### config.mk
export PLATFORM = sky130hd
export DESIGN_NAME = m_dm_load_unit
export DESIGN_NICKNAME = d
export VERILOG_FILES = /design/src/rtl/m_dm_load_unit.sv
export SDC_FILE = /design/constraint.sdc
export NUM_CORES = 1
export LEC_CHECK = 0
export BUFFER_PORTS_ARGS = -buffer_cell sky130_fd_sc_hd__buf_2
export CAP_MARGIN = 20
export CORE_ASPECT_RATIO = 1.1
export CORE_MARGIN = 3
export CORE_UTILIZATION = 45
export CTS_CLUSTER_DIAMETER = 50
export CTS_CLUSTER_SIZE = 40
export DETAILED_ROUTE_END_ITERATION = 12
export PLACE_DENSITY = 0.82
export SYNTH_ARGS = -nofsm -noshare
export SYNTH_HDL_FRONTEND = slang
export SYNTH_SLANG_ARGS = --single-unit
### constraint.sdc
create_clock -name clk -period 4.95 [get_ports clk]
set_input_delay 0.99 -clock clk [delete_from_list [all_inputs] [get_ports clk]]
set_output_delay 0.99 -clock clk [all_outputs]
set_load 0.02 [all_outputs]
### src/rtl/m_dm_load_unit.sv
// m_dm_load_unit
// Load path of the M stage. Takes one load request (address, width,
// signedness, destination tag), issues a single word-aligned read to data
// memory, waits a bounded number of cycles for the read data, then returns
// the selected byte/halfword/word sign- or zero-extended to 32 bits.
//
// Optional feature: define ALIGN_CHECK_EN to flag misaligned halfword/word
// loads. Those loads skip memory and respond at once with rsp_err=1.
//
// Ports
//   clk, reset              rising-edge clock, async active-high reset
//   req_valid/req_ready     request handshake
//   req_addr, req_type,     byte address, access width (W/H/B, code 3 = W),
//   req_sign, req_rd        sign-extend select, destination tag
//   mem_rd_en, mem_addr     one-cycle read strobe and aligned word address
//   mem_rdata, mem_rvalid   read data and its valid strobe
//   rsp_valid/rsp_ready     response handshake
//   rsp_data, rsp_rd,       extended result, echoed tag,
//   rsp_err                 timeout (or misalignment) flag
module m_dm_load_unit #(
    parameter int TIMEOUT = 16
) (
    input  logic        clk,
    input  logic        reset,
    input  logic        req_valid,
    output logic        req_ready,
    input  logic [31:0] req_addr,
    input  logic [1:0]  req_type,
    input  logic        req_sign,
    input  logic [4:0]  req_rd,
    output logic        mem_rd_en,
    output logic [31:0] mem_addr,
    input  logic [31:0] mem_rdata,
    input  logic        mem_rvalid,
    output logic        rsp_valid,
    input  logic        rsp_ready,
    output logic [31:0] rsp_data,
    output logic [4:0]  rsp_rd,
    output logic        rsp_err
);

    // Access width codes; code 2'b11 is reserved and handled as a word.
    localparam logic [1:0] TYPE_W = 2'b00;
    localparam logic [1:0] TYPE_H = 2'b01;
    localparam logic [1:0] TYPE_B = 2'b10;

    // Counter value seen in the last allowed WAIT cycle.
    localparam logic [7:0] CNT_LAST = 8'(TIMEOUT - 1);

    typedef enum logic [1:0] {IDLE, READ, WAIT, RESP} state_t;

    state_t      state, state_nxt;
    logic [31:0] addr_q;
    logic [1:0]  type_q;
    logic        sign_q;
    logic [7:0]  cnt;
    logic        misalign;
    logic        wait_done;
    logic [31:0] byte_sh;
    logic [15:0] half_v;
    logic [31:0] ext_data;

`ifdef ALIGN_CHECK_EN
    assign misalign = ((req_type == TYPE_H) && req_addr[0]) ||
                      ((req_type != TYPE_H) && (req_type != TYPE_B) &&
                       (req_addr[1:0] != 2'b00));
`else
    assign misalign = 1'b0;
`endif

    assign req_ready = (state == IDLE) && !reset;
    assign mem_rd_en = (state == READ);
    assign mem_addr  = (state == IDLE) ? 32'h0 : {addr_q[31:2], 2'b00};
    assign rsp_valid = (state == RESP);

    // Late rvalid in the final WAIT cycle still wins over the timeout.
    assign wait_done = mem_rvalid || (cnt == CNT_LAST);

    // Lane select from the captured address offset.
    always_comb begin
        byte_sh  = mem_rdata >> {addr_q[1:0], 3'b000};
        half_v   = addr_q[1] ? mem_rdata[31:16] : mem_rdata[15:0];
        ext_data = mem_rdata;
        case (type_q)
            TYPE_B:  ext_data = {{24{sign_q & byte_sh[7]}}, byte_sh[7:0]};
            TYPE_H:  ext_data = {{16{sign_q & half_v[15]}}, half_v};
            default: ext_data = mem_rdata;
        endcase
    end

    always_ff @(posedge clk or posedge reset) begin
        if (reset) state <= IDLE;
        else       state <= state_nxt;
    end

    always_comb begin
        state_nxt = state;
        case (state)
            IDLE: if (req_valid) state_nxt = misalign ? RESP : READ;
            READ: state_nxt = WAIT;
            WAIT: if (wait_done) state_nxt = RESP;
            RESP: if (rsp_ready) state_nxt = IDLE;
            default: state_nxt = IDLE;
        endcase
    end

    always_ff @(posedge clk or posedge reset) begin
        if (reset) begin
            addr_q   <= 32'h0;
            type_q   <= 2'b00;
            sign_q   <= 1'b0;
            cnt      <= 8'h0;
            rsp_data <= 32'h0;
            rsp_rd   <= 5'h0;
            rsp_err  <= 1'b0;
        end else begin
            case (state)
                IDLE: if (req_valid) begin
                    addr_q   <= req_addr;
                    type_q   <= req_type;
                    sign_q   <= req_sign;
                    rsp_rd   <= req_rd;
                    rsp_data <= 32'h0;
                    rsp_err  <= misalign;
                end
                READ: cnt <= 8'h0;
                WAIT: begin
                    cnt <= cnt + 8'h1;
                    if (mem_rvalid) begin
                        rsp_data <= ext_data;
                        rsp_err  <= 1'b0;
                    end else if (cnt == CNT_LAST) begin
                        rsp_data <= 32'h0;
                        rsp_err  <= 1'b1;
                    end
                end
                default: ;
            endcase
        end
    end

endmodule
==> metrics.md <==
| Metric | Value |
|---|---|
| GR peak layer | `met2` |
| P per Cell Area | `just under 700 nW/um2` |
| Achievable Freq | `0.361 GHz` |
| CP Cell Sequence | `inv_1, ha_1, buf_16, nor2b_1, buf_2` |
| Number of DRC markers in iteration 0 | `roughly 150` |
| Hold buffers post-CTS | `0` |
| Biggest area consumer among synthesized cells | `dfrtp_1` |
| Critical Path AT | `1.78 ns` |
| Clock Skews | `0.0149 ns` |
| Antenna violations before repair | `2` |
| Remaining global-route overflow | `0` |
| Crit share post-route | `0.560` |
| Status | `complete, no violations` |
| Via count | `3246` |
| WL final | `about 10000 um` |
| # diodes | `0` |
| # H-tree levels | `3` |
| Worst Setup SP | `state[0]$_DFFE_PP0P_` |
| Clock power frac | `0.141` |
| Worst R2R Start | `type_q[0]$_DFFE_PP0P_` |
| Slew @ Worst Pin | `between 1 and 1.5 ns` |
| Clock tree buffer depth | `2` |
| Leak | `about 2.6 nW` |
| Vias in the first global route | `3369` |
| Grt met1 use | `0.231` |
| First-pass GRT wire length | `~16000 um` |
| Post-synthesis area per instance | `between 10 and 15 um2` |
| Sequential share of power | `0.336` |
| Ys async rst share | `1.00` |
| Die X | `96.0 um` |
| Crit path time final | `around 2.8 ns` |
| RSZ-0062 raised after global routing | `no` |
| Max Cap Violations | `0` |
| P&R area growth vs syn | `24.5%` |
| Starting density of the core | `0.470` |
| Die Ht | `roughly 110 um` |
| Max-slew headroom | `0.248` |
| Met3 usage | `0.0778` |
| Top FF cell, synth | `dfrtp_1` |
| Ratio of cells with drive above 1 in the final layout | `0.457` |
| Synth top area cells | `dfrtp_1 (52%), mux2_2 (14%), a221o_1 (5.7%)` |
| Synth warn | `0` |
| TritonCTS Buffers | `9` |
| Die Area | `about 10000 um2` |
| Hold_sp | `rsp_data[12]$_DFFE_PP0P_` |
| CP startpoint kind | `register` |
| Setup Buffers After CTS | `0` |
| DRT Pass-1 Iters | `4` |
| Mapped Cells | `between 300 and 400` |
| Synth top area share | `0.518` |
| Slowest CP cell | `dfrtp_1` |
| # fillers | `about 760` |
| Crit path kind | `register to output pin` |
| Number of synthesized flops with an enable pin | `0` |
| Post_cts resized | `0` |
| Worst Hold Class | `register to register` |
| Synth cell types | `36` |
| Rows | `35` |
| Setup slack, reg-to-reg | `around 2.3 ns` |
| Final number of setup-violating endpoints | `0` |
| GP Congestion | `0.832` |
| Post-synth top cells | `dfrtp_1 (83), mux2_2 (50), nor2b_1 (36), a221o_1 (23), nand2_1 (22)` |
| Vias per cell | `between 5 and 6` |
| Psw | `~0.0015 W` |
| Met2 Use GR | `0.329` |
| Logic pwr share | `0.523` |
| Final Net Count | `about 560` |
| Antenna-violating nets left | `0` |
| CP endpoint kind | `output pin` |
| Top-count cell post-synth | `dfrtp_1` |
| Clock Sink Count | `83` |
| DRC errors left | `0` |
| CP max stage delay | `~0.42 ns` |
| Required time worst endpoint | `between 3 and 4 ns` |
| Overall routing resource usage | `0.198` |
| Seq cells post-synth | `83` |
| Post-Synthesis Cell Area | `~4000 um2` |
| DP Wirelength | `~7600 um` |
| Critical path fanouts, max | `29` |
| VDD IR-drop max | `around 0.39 mV` |
| Setup tns final | `0 ns` |
| I/O pin count | `150` |
| Pin count of the biggest net entering global routing | `47` |
| Register area share after synthesis | `0.518` |
| Final core occ | `0.584` |
| Hold violation count in the final report | `0` |
| Clk_lat worst skew | `0.34 ns` |
| Core area | `approximately 8500 um2` |
| Internal Power | `roughly 0.002 W` |
| Net Sw Frac | `0.434` |
| Worst-path clk slew | `roughly 0.090 ns` |
| I/O Buffers | `147` |
| Slew Viols, Final | `0` |
| Root buffer cell | `clkbuf_8` |
| Wire length per cell | `16.7 um` |
| CTS tree | `yes` |
## sequential cells by signal (all words and copies together), names as in the netlist
signal,cells
cnt,8
type_q,2
state,2
addr_q,32
sign_q,1
rsp_data,32
rsp_rd,5
rsp_err,1
## logic make-up (layout without fill, tap and decap cells)
family | after synthesis | in the layout | synth area share
AO/OA/AOI/OAI | 71 | 71 | 0.143
XOR/XNOR | 1 | 1 | 0.00218
adder cells (fa/ha/maj) | 7 | 7 | 0.0218
buffers and inverters | 45 | 185 | 0.0524
flip-flops | 83 | 83 | 0.518
multiplexers | 54 | 54 | 0.154
other | 1 | 2 | 0.000935
AND/OR/NAND/NOR | 81 | 81 | 0.108
## power by group through the flow
stage	Clock (W)	Combinational (W)	Sequential [W]
after floorplan	0	0.00120	0.00126
after global placement	0	0.00172	0.00114
after detailed placement	0	0.00181	0.00116
after CTS	0.000501	0.00181	0.00115
after global routing	0.000533	0.00194	0.00119
final	0.000486	0.00180	0.00115
## critical path, delay by kind of cell (launching register included)
kind / cells / cell delay, ns
fa+ha+maj: 1 / 0.39
flops: 1 / 0.42
simple gates: 1 / 0.14
buf+inv: 3 / 0.49
## final timing paths
check,end,cells after the start
max in group asynchronous,rsp_data[26]$_DFFE_PP0P_,3
setup reg to reg,rsp_data[26]$_DFFE_PP0P_,6
hold / removal,rsp_data[12]$_DFFE_PP0P_,1
min in group asynchronous,addr_q[27]$_DFFE_PP0P_,2
setup / recovery,req_ready,5
hold reg to reg,rsp_data[12]$_DFFE_PP0P_,1
## metrics by stage
stage	total power, W	cell area [um2]	hold slack (ns)	std cells	worst slack [ns]
floorplan	0.00246	4010	0.471	344	1.82
global placement	0.00287	4770	0.457	578	2.08
detailed placement	0.00297	4790	0.461	579	2.10
CTS	0.00347	4990	0.480	595	2.16
global route	0.00366	4990	0.500	595	2.06
finish	0.00344	4990	0.482	595	2.18
## final cells by class
class | count | area [um2] | share of cell area
well taps | 111 | 139 | 0.0278
inverters | 19 | 72.6 | 0.0145
repair buffers | 150 | 778 | 0.156
flip-flops and latches | 83 | 2080 | 0.416
clock buffers | 9 | 124 | 0.0248
multi-input cells | 216 | 1730 | 0.346
clock inverters | 7 | 73.8 | 0.0148
## cells in the final DEF (no fill, tap or decap), drive strengths merged, types with 7 or more instances in the layout
master,instances
clkbuf,9
ha,7
buf,150
mux2,50
a21oi,10
dfrtp,83
inv,20
a221o,23
o211ai,7
nor2b,36
a221oi,9
a21o,10
nand2,22
## layer usage
layer | vias up | share of wire
li1 | 1492 | -
met1 | 1555 | 0.38
met2 | 177 | 0.49
met3 | 18 | 0.11
met4 | 4 | 0.016
met5 | - | 0.0023
Power figures use the tool's default switching activity.
